**config.mk**
```make
export PLATFORM = sky130hd
export DESIGN_NAME = spu_decode_stage
export DESIGN_NICKNAME = d
export VERILOG_FILES = /design/src/rtl/spu_decode_stage.sv
export SDC_FILE = /design/constraint.sdc
export NUM_CORES = 1
export LEC_CHECK = 0
export ABC_AREA = 1
export CORE_AREA = 2 2 501 503
export CTS_CLUSTER_SIZE = 12
export DETAILED_ROUTE_END_ITERATION = 16
export DIE_AREA = 0 0 503 505
export PLACE_DENSITY_LB_ADDON = 0.05
export SETUP_SLACK_MARGIN = 0.3
export SLEW_MARGIN = 10
export SYNTH_ARGS = -nofsm -noshare
export SYNTH_HDL_FRONTEND = slang
export SYNTH_SLANG_ARGS = --single-unit
```
**constraint.sdc**
```tcl
create_clock -name clk -period 5 [get_ports clk]
set_input_delay 1.25 -clock clk [delete_from_list [all_inputs] [get_ports clk]]
set_output_delay 1.25 -clock clk [all_outputs]
set_load 0.02 [all_outputs]
```
**src/rtl/spu_decode_stage.sv**
```systemverilog
// spu_decode_stage: SPU instruction decode with operand forwarding, in-ID branch resolution and an ID/EX handshake register
module spu_decode_stage #(
    parameter int DATA_W  = 128,
    parameter int PC_W    = 11,
    parameter int RA_W    = 7,
    parameter int NUM_FWD = 2
) (
    input  logic                      clk,
    input  logic                      reset,
    input  logic                      in_valid,
    output logic                      in_ready,
    input  logic [31:0]               in_instr,
    input  logic [PC_W-1:0]           in_pc8,
    input  logic [1:0]                imm_sel,
    input  logic                      is_branch,
    output logic [RA_W-1:0]           rf_ra_addr,
    output logic [RA_W-1:0]           rf_rb_addr,
    output logic [RA_W-1:0]           rf_rc_addr,
    input  logic [DATA_W-1:0]         rf_ra_data,
    input  logic [DATA_W-1:0]         rf_rb_data,
    input  logic [DATA_W-1:0]         rf_rc_data,
    input  logic [NUM_FWD-1:0]        fwd_valid,
    input  logic [NUM_FWD*RA_W-1:0]   fwd_rt,
    input  logic [NUM_FWD*DATA_W-1:0] fwd_data,
    input  logic                      ex_load,
    input  logic [RA_W-1:0]           ex_rt,
    input  logic                      flush,
    output logic                      out_valid,
    input  logic                      out_ready,
    output logic [10:0]               out_opcode,
    output logic [DATA_W-1:0]         out_ra,
    output logic [DATA_W-1:0]         out_rb,
    output logic [DATA_W-1:0]         out_rc,
    output logic [DATA_W-1:0]         out_imm,
    output logic [RA_W-1:0]           out_rt,
    output logic [RA_W-1:0]           out_rrr_rt,
    output logic [PC_W-1:0]           out_pc8,
    output logic                      br_taken,
    output logic [PC_W-1:0]           br_target
);
    localparam logic [0:0] RUN    = 1'b0;
    localparam logic [0:0] SQUASH = 1'b1;

    typedef struct packed {
        logic [10:0]       opcode;
        logic [DATA_W-1:0] ra;
        logic [DATA_W-1:0] rb;
        logic [DATA_W-1:0] rc;
        logic [DATA_W-1:0] imm;
        logic [RA_W-1:0]   rt;
        logic [RA_W-1:0]   rrr_rt;
        logic [PC_W-1:0]   pc8;
    } idex_t;

    idex_t           idex_d, idex_q;
    logic            out_valid_d, out_valid_q;
    logic            br_taken_d, br_taken_q;
    logic [PC_W-1:0] br_target_d, br_target_q;
    logic [0:0]      state_d, state_q;

    logic [DATA_W-1:0] fa, fb, fc, imm;
    logic [PC_W-1:0]   target;
    logic              advance, stall, accept, run, taken;

    // Scan from oldest to youngest so the lowest matching index overrides.
    function automatic logic [DATA_W-1:0] fwd_sel(input logic [RA_W-1:0] a, input logic [DATA_W-1:0] rf);
        fwd_sel = rf;
        for (int i = NUM_FWD - 1; i >= 0; i--)
            if (fwd_valid[i] && fwd_rt[i*RA_W +: RA_W] == a) fwd_sel = fwd_data[i*DATA_W +: DATA_W];
    endfunction

    assign rf_ra_addr = RA_W'(in_instr[13:7]);
    assign rf_rb_addr = RA_W'(in_instr[20:14]);
    assign rf_rc_addr = RA_W'(in_instr[6:0]);

    assign fa = fwd_sel(rf_ra_addr, rf_ra_data);
    assign fb = fwd_sel(rf_rb_addr, rf_rb_data);
    assign fc = fwd_sel(rf_rc_addr, rf_rc_data);

    assign imm = imm_sel == 2'd0 ? {{(DATA_W-7){in_instr[20]}}, in_instr[20:14]}
               : imm_sel == 2'd1 ? {{(DATA_W-10){in_instr[23]}}, in_instr[23:14]}
               : imm_sel == 2'd2 ? {{(DATA_W-16){in_instr[22]}}, in_instr[22:7]}
               :                   {{(DATA_W-18){1'b0}}, in_instr[24:7]};

    assign target   = in_pc8 + {imm[PC_W-4:0], 3'b000};
    assign advance  = out_ready | ~out_valid_q;
    assign stall    = ex_load & (ex_rt == rf_ra_addr | ex_rt == rf_rb_addr | ex_rt == rf_rc_addr);
    assign in_ready = ~reset & advance & ~stall & ~flush;
    assign accept   = in_valid & in_ready;
    assign run      = state_q == RUN;
    assign taken    = accept & run & is_branch & (fa == fb);

    always_comb begin
        idex_d      = idex_q;
        out_valid_d = out_valid_q;
        state_d     = state_q;
        br_taken_d  = taken;
        br_target_d = taken ? target : br_target_q;
        if (flush) begin
            out_valid_d = 1'b0;
            state_d     = RUN;
        end else if (advance) begin
            out_valid_d = accept & run;
            state_d     = accept ? (taken ? SQUASH : RUN) : state_q;
            if (accept & run) begin
                idex_d.opcode = in_instr[31:21];
                idex_d.ra     = fa;
                idex_d.rb     = fb;
                idex_d.rc     = fc;
                idex_d.imm    = imm;
                idex_d.rt     = rf_rc_addr;
                idex_d.rrr_rt = RA_W'(in_instr[27:21]);
                idex_d.pc8    = in_pc8;
            end
        end
    end

    always_ff @(posedge clk) begin
        if (reset) begin
            idex_q      <= '0;
            out_valid_q <= 1'b0;
            br_taken_q  <= 1'b0;
            br_target_q <= '0;
            state_q     <= RUN;
        end else begin
            idex_q      <= idex_d;
            out_valid_q <= out_valid_d;
            br_taken_q  <= br_taken_d;
            br_target_q <= br_target_d;
            state_q     <= state_d;
        end
    end

    assign out_valid  = out_valid_q;
    assign out_opcode = idex_q.opcode;
    assign out_ra     = idex_q.ra;
    assign out_rb     = idex_q.rb;
    assign out_rc     = idex_q.rc;
    assign out_imm    = idex_q.imm;
    assign out_rt     = idex_q.rt;
    assign out_rrr_rt = idex_q.rrr_rt;
    assign out_pc8    = idex_q.pc8;
    assign br_taken   = br_taken_q;
    assign br_target  = br_target_q;
endmodule

```
=== Word level (Yosys, flattened, before mapping) ===
Cells that the tools add are included.
W data, S select, Z words.

* Flip-flop bits (word level): 562
* Output and inout port bits: 583
* Word-level logic and storage cells: 61
* Input bits: 715

* Reductions and logical operators: 10
* Bitwise logic cells: 16
* Add/subtract/negate cells: 1
* Multiplexer cells: 10
* Equality and inequality tests: 12

{| class="wikitable"
|+ Operators by type and width
! kind !! number
|-
| $mux W128 || 9
|-
| $eq A128 B128 Y1 || 1
|-
| $eq A7 B7 Y1 || 9
|-
| $add A11 B11 Y11 || 1
|-
| $and A1 B1 Y1 || 8
|-
| $logic_and A1 B1 Y1 || 6
|-
| $not A1 Y1 || 5
|-
| $or A1 B1 Y1 || 3
|-
| $reduce_and A3 Y1 || 1
|-
| $eq A2 B1 Y1 const B || 1
|-
| $eq A2 B2 Y1 const B || 1
|-
| $logic_not A2 Y1 || 1
|-
| $reduce_and A2 Y1 || 1
|-
| $reduce_or A2 Y1 || 1
|-
| $mux W1 || 1
|}

=== Longest topological paths before layout ===
Gate-level depths: netlist of the first run.

* Depth in word-level cells: 12
* Depth in mapped cells: 27
* Mapped depth without buffers: 24

=== Least setup slack after synthesis of the first run ===
No wires, ideal clock.

* Path type: register -> output
* From: reg out_imm[126] (netlist name)
* To: out out_imm[100]
* Data arrival time: 2.577 ns
* Cell stages (with the launch flop): 2
* Slack: 1.173 ns
* Buffers on the path: 1
* Required time: 3.750 ns
* Path through: dfxtp_1 -> buf_4

{| class="wikitable"
|+ RTL lines
! element !! RTL line !! RTL
|-
| end: declaration || 34 || <nowiki>output logic [DATA_W-1:0] out_imm,</nowiki>
|}

=== Worst setup path after layout of the first run ===
* From: in in_instr[18]
* To: out in_ready

* Longest elaborated chain between the ends: 7

{| class="wikitable"
|+ RTL lines
! element !! RTL line !! RTL
|-
| start: declaration || 12 || <nowiki>input logic [31:0] in_instr,</nowiki>
|-
| $eq A7 B7 Y1 || 87 || <nowiki>assign stall = ex_load & (ex_rt == rf_ra_addr | ex_rt == rf_rb_addr | ex_rt == rf_rc_addr);</nowiki>
|-
| $or A1 B1 Y1 (2 in series) || 87 ||
|-
| $and A1 B1 Y1 || 87 ||
|-
| $not A1 Y1 || 88 || <nowiki>assign in_ready = ~reset & advance & ~stall & ~flush;</nowiki>
|-
| $and A1 B1 Y1 (2 in series) || 88 ||
|-
| end: declaration || 11 || <nowiki>output logic in_ready,</nowiki>
|}

No other way between the ends.

==> results of run 1 <==
## metrics by stage
step	total power [mW]	instance area, um2	hold WS [ps]
global route	14.6	60300	471
floorplan	5.33	34100	441
detailed placement	8.05	57500	452
finish	14.0	60400	460
global placement	8.08	57500	447
CTS	14.3	60200	461
## report_power, final
part	leakage [nW]	switching [mW]	internal, mW
clock	1.33	2.38	3.67
sequential	3.63	0.0859	3.70
combinational	23.6	2.37	1.77
## cell families (layout without fill, tap and decap cells)
logic type	Yosys count	in the layout
adders and majority gates	8	8
buffers and inverters	1108	3004
AOI/OAI and AO/OA	770	770
other	0	48
DFF	446	446
and+or+nand+nor	3207	3207
xor gates and xnor gates	37	37
muxes	256	256
## sequential cells by signal (all words and copies together) (netlist names)
register    flops
out_rt          7
out_valid       1
out_rc        128
out_rb        128
out_opcode     11
br_taken        1
br_target      11
out_pc8        11
state_q         1
out_ra        128
out_imm        19
## repair_timing
action	in CTS	in global routing
endpoints found under the setup margin	11	13
gates resized for setup	7	13
pin swaps	0	2
buffers inserted	0	5
## area by class of cell
| class | count | area [um2] |
|---|---|---|
| sequential | 446 | 8930 |
| inverter | 601 | 2280 |
| clock inverter | 33 | 477 |
| multi-input combinational | 4278 | 20400 |
| timing repair buffer | 2265 | 21800 |
| fill | 28259 | 188000 |
| clock buffer | 105 | 2220 |
| antenna | 48 | 120 |
| tap | 3330 | 4170 |
## metal layers
metal,vias up,share of wire [%]
met5,-,0.11
met4,56,2.1
met3,360,8.3
met2,1668,47
met1,22428,42
li1,22223,-
## how the worst min path moves through the flow
stage,endpoint,slack (ps),depth (start not counted)
final,out_rb[57]$_SDFFE_PP0P_,460,2
after global routing,out_rb[39]$_SDFFE_PP0P_,470,2
after CTS,out_rb[39]$_SDFFE_PP0P_,460,2
after detailed placement,out_rb[118]$_SDFFE_PP0P_,450,2
after global placement,out_ra[94]$_SDFFE_PP0P_,450,2
after floorplan,state_q$_SDFFE_PP0P_,440,2
## critical path: cells and delay by family
family	cells	cell delay [ps]
compound gates	1	70
simple gates	3	580
buf+inv	5	1290
xor+xnor	1	150
## cells in the final DEF, fill, tap and decap left out, types with 19 or more instances in the layout
cell             synthesis  layout
a21oi_1                468     468
nand2_1               2145    2138
dfxtp_1                446     445
buf_12                   0     122
xor2_1                  19      19
o21ai_1                 21      21
diode_2                  0      48
o21ai_0                252     252
buf_4                  141     846
inv_1                  576     576
nand3_1                684     683
mux2_2                 128     128
nor2_1                 294     287
mux2i_1                128     128
clkbuf_16                0      79
clkdlybuf4s50_1          0    1285
nand4_1                 47      47
==> flow_metrics.py, run 1 <==
metrics = {
    "critical_path": {
        "path_max_fanout": 3,
        "cp-start-kind": "input port",
        "arrival_ps": 3360,
        "reg2reg_from": "out_valid$_SDFFE_PP0N_",
        "reg2reg_to": "out_rc[39]$_SDFFE_PP0P_",
        "crit_start": "in_instr[18]",
        "endpoint": "in_ready",
        "critical_path_required_ps": 3750,
        "r2r_slack_ps": 2380,
        "cp_slowest_cell": "clkdlybuf4s50_1",
        "cp-end-kind": "output pin",
        "crit_type": "in2out",
        "crit_path_cell_trace": "clkdlybuf4s50_1, buf_4, buf_4, xor2_1, nor2_1, nand4_1, nand3_1, buf_4, a21boi_0, clkdlybuf4s15_1",
        "ff2ff_path_depth": 13,
        "cpPeakStageDelay_ps": 490,
        "cp_common_cell": "buf_4",
    },
    "floorplanning": {
        "io_pins": 1298,
        "start_util_pct": 13.7,
        "rows": 183,
        "dieArea_um2": 254000,
        "die_h_um": 505,
        "core_um2": 248000,
        "fp.dieW_um": 503,
    },
    "global_routing": {
        "grt_pass1_wl_um": 445000,
        "track_usage_pct": 25.9,
        "antenna_found_initial": 147,
        "grt-ovfl-total": 0,
        "grt_max_degree": 105,
        "grtUsageMet2_pct": 43.6,
        "grt_pass1_vias": 46935,
        "grtUsageMet3_pct": 8.65,
        "gr-usage-met1_pct": 31.7,
        "busiest_layer": "met2",
    },
    "placed_design": {
        "io_buffers": 1297,
        "gp_congestion": 0.865,
        "place_hpwl_um": 286000,
        "dp_slack_ps": -578,
        "dp.cells": 10915,
    },
    "sta": {
        "rsz0062_at_grt": "false",
        "skew_ps": 32.2,
        "tns_ps": 0,
        "hold_viol_final": 0,
        "period_share_pct": 92.1,
        "slew_headroom_pct": 23.5,
        "layout_setup_ws_ps": 394,
        "finalSetupViolCount": 0,
        "tightest_slew_ps": 1140,
        "fmax_mhz": 217,
        "post-route-min-period_ps": 4610,
        "drv_slew": 0,
    },
    "synthesis": {
        "synth.distinct_cells": 40,
        "synth_most_common_cell": "nand2_1",
        "synth_compound_area_share_pct": 11.5,
        "ys_warn_count": 0,
        "netlist.top_cell.by_area": "dfxtp_1",
        "synth_top_area_share_pct": 26.2,
        "synthSimpleGateAreaFrac_pct": 38.5,
        "seq_area_frac_synth_pct": 26.2,
        "synth_xor_area_share_pct": 0.950,
        "muxShareOfSynthArea_pct": 7.98,
        "synthFlopType": "dfxtp_1",
        "synth-edff-count": 0,
        "syn_nets": 6555,
        "synth_commonest_cells": "2,145 x nand2_1, 684 x nand3_1, 576 x inv_1",
        "ys_ff_latch": 446,
        "postSynth.asyncResetShare_pct": 0,
        "synth_top_family_by_area": "simple AND/OR/NAND/NOR gates",
        "synth-adder-area-share_pct": 0.315,
        "syn_area_um2": 34100,
        "synth_area_leaders": "dfxtp_1 26%, nand2_1 24%, nand3_1 10%",
        "synth_cells": 5832,
        "synth.avg_cell_area_um2": 5.85,
    },
    "drt": {
        "wire_per_inst_um": 30.8,
        "ant_nets": 0,
        "remaining_drc_errors": 0,
        "drt_wl_total_um": 342000,
        "num_vias": 46735,
        "viasPerCell": 4.21,
        "firstDrtPassIters": 6,
        "drtIter0Drc": 3020,
    },
    "pwr": {
        "peakVddDrop_mv": 0.196,
        "p_leak_nw": 28.5,
        "p_per_area_nw_per_um2": 232,
    },
    "clock_tree": {
        "cts.sinks": 446,
        "cts_buffers": 76,
        "ctsHoldBuffers": 0,
        "clockRootBuffer": "clkbuf_16",
        "clk_latency_ps": 750,
        "cts.path.max_buffers": 3,
        "cts_tree": "built",
        "cts_max_level": 3,
        "path_clk_slew_ps": 50,
    },
    "layout": {
        "final_cells": 11106,
        "nets": 8391,
        "utilization_pct": 24.3,
        "drive_gt1_share_pct": 16.6,
        "area_delta_synth_final_pct": 76.9,
    },
    "min_path": {
        "min-delay-start": "out_rb[57]$_SDFFE_PP0P_",
        "hold_path_class": "reg2reg",
    },
    "flow_run": {
        "cap_viol_max_count": 0,
    },
    "outcome": {
        "status": "finished, final reports clean",
    },
}
Note: power is estimated with default switching activity, not from simulation.
==> run 2: changes to the inputs <==
--- a/config.mk
+++ b/config.mk
@@ -6,10 +6,11 @@
 export NUM_CORES = 1
 export LEC_CHECK = 0
 export ABC_AREA = 1
-export CORE_AREA = 2 2 501 503
+export CORE_AREA = 4 4 503 505
 export CTS_CLUSTER_SIZE = 12
 export DETAILED_ROUTE_END_ITERATION = 16
-export DIE_AREA = 0 0 503 505
+export DIE_AREA = 0 0 507 509
+export HOLD_SLACK_MARGIN = 0.12
 export PLACE_DENSITY_LB_ADDON = 0.05
 export SETUP_SLACK_MARGIN = 0.3
 export SLEW_MARGIN = 10
==> flow_metrics.py, run 2 (same netlist as run 1, synthesis figures left out) <==
metrics = {
    "sta": {
        "post-route-min-period_ps": 4520,
        "hold_viol_final": 0,
        "drv_slew": 0,
        "fmax_mhz": 221,
        "holdWs_ps": 458,
        "tns_ps": 0,
        "finalSetupViolCount": 0,
        "period_share_pct": 90.4,
        "skew_ps": 34.9,
        "slew_headroom_pct": 24.2,
        "tightest_slew_ps": 1140,
        "rsz0062_at_grt": "false",
        "layout_setup_ws_ps": 482,
    },
    "layout": {
        "fillers": 28298,
        "fin_area_um2": 59800,
        "final_cells": 11031,
        "mostFrequentLayoutCells": "2,130 x nand2_1, 1,284 x clkdlybuf4s50_1, 765 x buf_4, 683 x nand3_1, 574 x inv_1",
        "nets": 8319,
        "area_delta_synth_final_pct": 75.3,
        "multi_input_area_um2": 20400,
        "utilization_pct": 24.1,
        "final_common_cell": "nand2_1",
        "seqCellArea_um2": 8930,
        "drive_gt1_share_pct": 15.9,
    },
    "critical_path": {
        "crit_type": "in2reg",
        "reg2reg_to": "br_target[4]$_SDFFE_PP0P_",
        "cp-start-kind": "input port",
        "r2r_slack_ps": 2400,
        "path_max_fanout": 21,
        "reg2reg_from": "out_valid$_SDFFE_PP0N_",
        "arrival_ps": 5130,
        "cp-end-kind": "flip-flop",
        "ff2ff_path_depth": 17,
        "critical_path_required_ps": 5620,
    },
    "pwr": {
        "p_per_area_nw_per_um2": 229,
        "p_leak_nw": 28.2,
        "peakVddDrop_mv": 0.188,
        "fin_total_pwr_mw": 13.7,
    },
    "floorplanning": {
        "start_util_pct": 13.7,
        "dieArea_um2": 258000,
        "core_um2": 248000,
        "rows": 183,
        "fp.dieW_um": 507,
        "die_h_um": 509,
        "io_pins": 1298,
    },
    "drt": {
        "num_vias": 46328,
        "remaining_drc_errors": 0,
        "viasPerCell": 4.20,
        "firstDrtPassIters": 6,
        "wire_per_inst_um": 31.2,
        "ant_nets": 0,
        "drtIter0Drc": 3118,
        "drt_wl_total_um": 344000,
    },
    "min_path": {
        "min-delay-start": "out_imm[0]$_SDFFE_PP0P_",
        "hold_path_class": "reg2reg",
        "worstHoldPathCells": 2,
        "holdPathEnd": "out_imm[0]$_SDFFE_PP0P_",
    },
    "global_routing": {
        "antenna_found_initial": 137,
        "grt_max_degree": 130,
        "grt-ovfl-total": 0,
        "track_usage_pct": 25.5,
        "grt_pass1_wl_um": 446000,
        "grt_pass1_vias": 46540,
    },
    "placed_design": {
        "io_buffers": 1297,
        "place_hpwl_um": 286000,
        "dp.cells": 10840,
        "gp_congestion": 0.857,
        "placed_cell_area_um2": 56900,
        "dp_slack_ps": -819,
    },
    "clock_tree": {
        "clk_latency_ps": 700,
        "clockRootBuffer": "clkbuf_16",
        "cts_buffers": 76,
        "cts_tree": "built",
        "cts.sinks": 446,
        "cts.path.max_buffers": 3,
        "cts_max_level": 3,
        "path_clk_slew_ps": 50,
    },
    "outcome": {
        "status": "finished, final reports clean",
    },
    "flow_run": {
        "cap_viol_max_count": 0,
    },
}
[run 2: cell types whose count changed in the layout (fill, tap and decap cells not counted), moves of 4 or more]
cell / change
nand2_2: +8
buf_12: +4
nor2_1: -4
nor2_2: +5
clkbuf_1: +4
buf_4: -81
nand2_1: -8
[run 2: power breakdown]
group,switching (mW),internal [mW]
logic,2.37,1.75
clock network,2.32,3.44
registers,0.0896,3.70
[run 2: layout make-up]
cell class,count,share of cell area [%]
Antenna cell,47,0.197
Clock buffer,105,3.63
Clock inverter,31,0.657
Inverter,601,3.82
Multi-Input combinational cell,4278,34.1
Sequential cell,446,14.9
Tap cell,3330,6.96
Timing Repair Buffer,2193,35.7
[run 2: worst max-delay path by stage]
stage	start	end	slack, ps	depth (start not counted)
5_1_grt	fwd_rt[1]	br_target[3]$_SDFFE_PP0P_	300	25
6_report	fwd_rt[1]	br_target[9]$_SDFFE_PP0P_	480	23
2_1_floorplan	out_imm[126]$_SDFFE_PP0P_	out_imm[100]	1170	1
3_5_place_dp	in_instr[9]	br_target[7]$_SDFFE_PP0P_	-820	26
4_1_cts	fwd_rt[3]	br_target[6]$_SDFFE_PP0P_	300	24
3_3_place_gp	in_instr[9]	br_target[8]$_SDFFE_PP0P_	-940	26
[run 2: worst max-delay path, cell delays in order]
cell and delay, ps:
clkdlybuf4s50_1 560, inv_1 140, nand2_1 170, nand4_1 150
nor2_1 200, nand2_4 150, buf_12 200, buf_4 160
o21ai_0 610, nand2_1 290, buf_12 220, nand2_1 50
nor2_1 50, nand2_1 60, nor2_1 40, nand2_1 120
nor2_2 80, nand2_1 110, nor2_4 50, buf_12 150
nand2_1 80, nand2_1 40, nor2_1 120
[run 2: routing by layer]
| layer | routed length [um] | track usage, % |
|---|---|---|
| met1 | 151000 | 32.4 |
| met2 | 161000 | 42.7 |
| met5 | 396 | 0 |
| met4 | 6310 | 5.18 |
| met3 | 25700 | 7.35 |
[run 2: timing repair]
action,4_1_cts,5_1_grt
gates resized for setup,8,30
cloned,0,2
buffers inserted,3,2
hold endpoints to repair,0,0
endpoints found under the setup margin,14,12
hold buffers,0,0
pin swaps,2,3
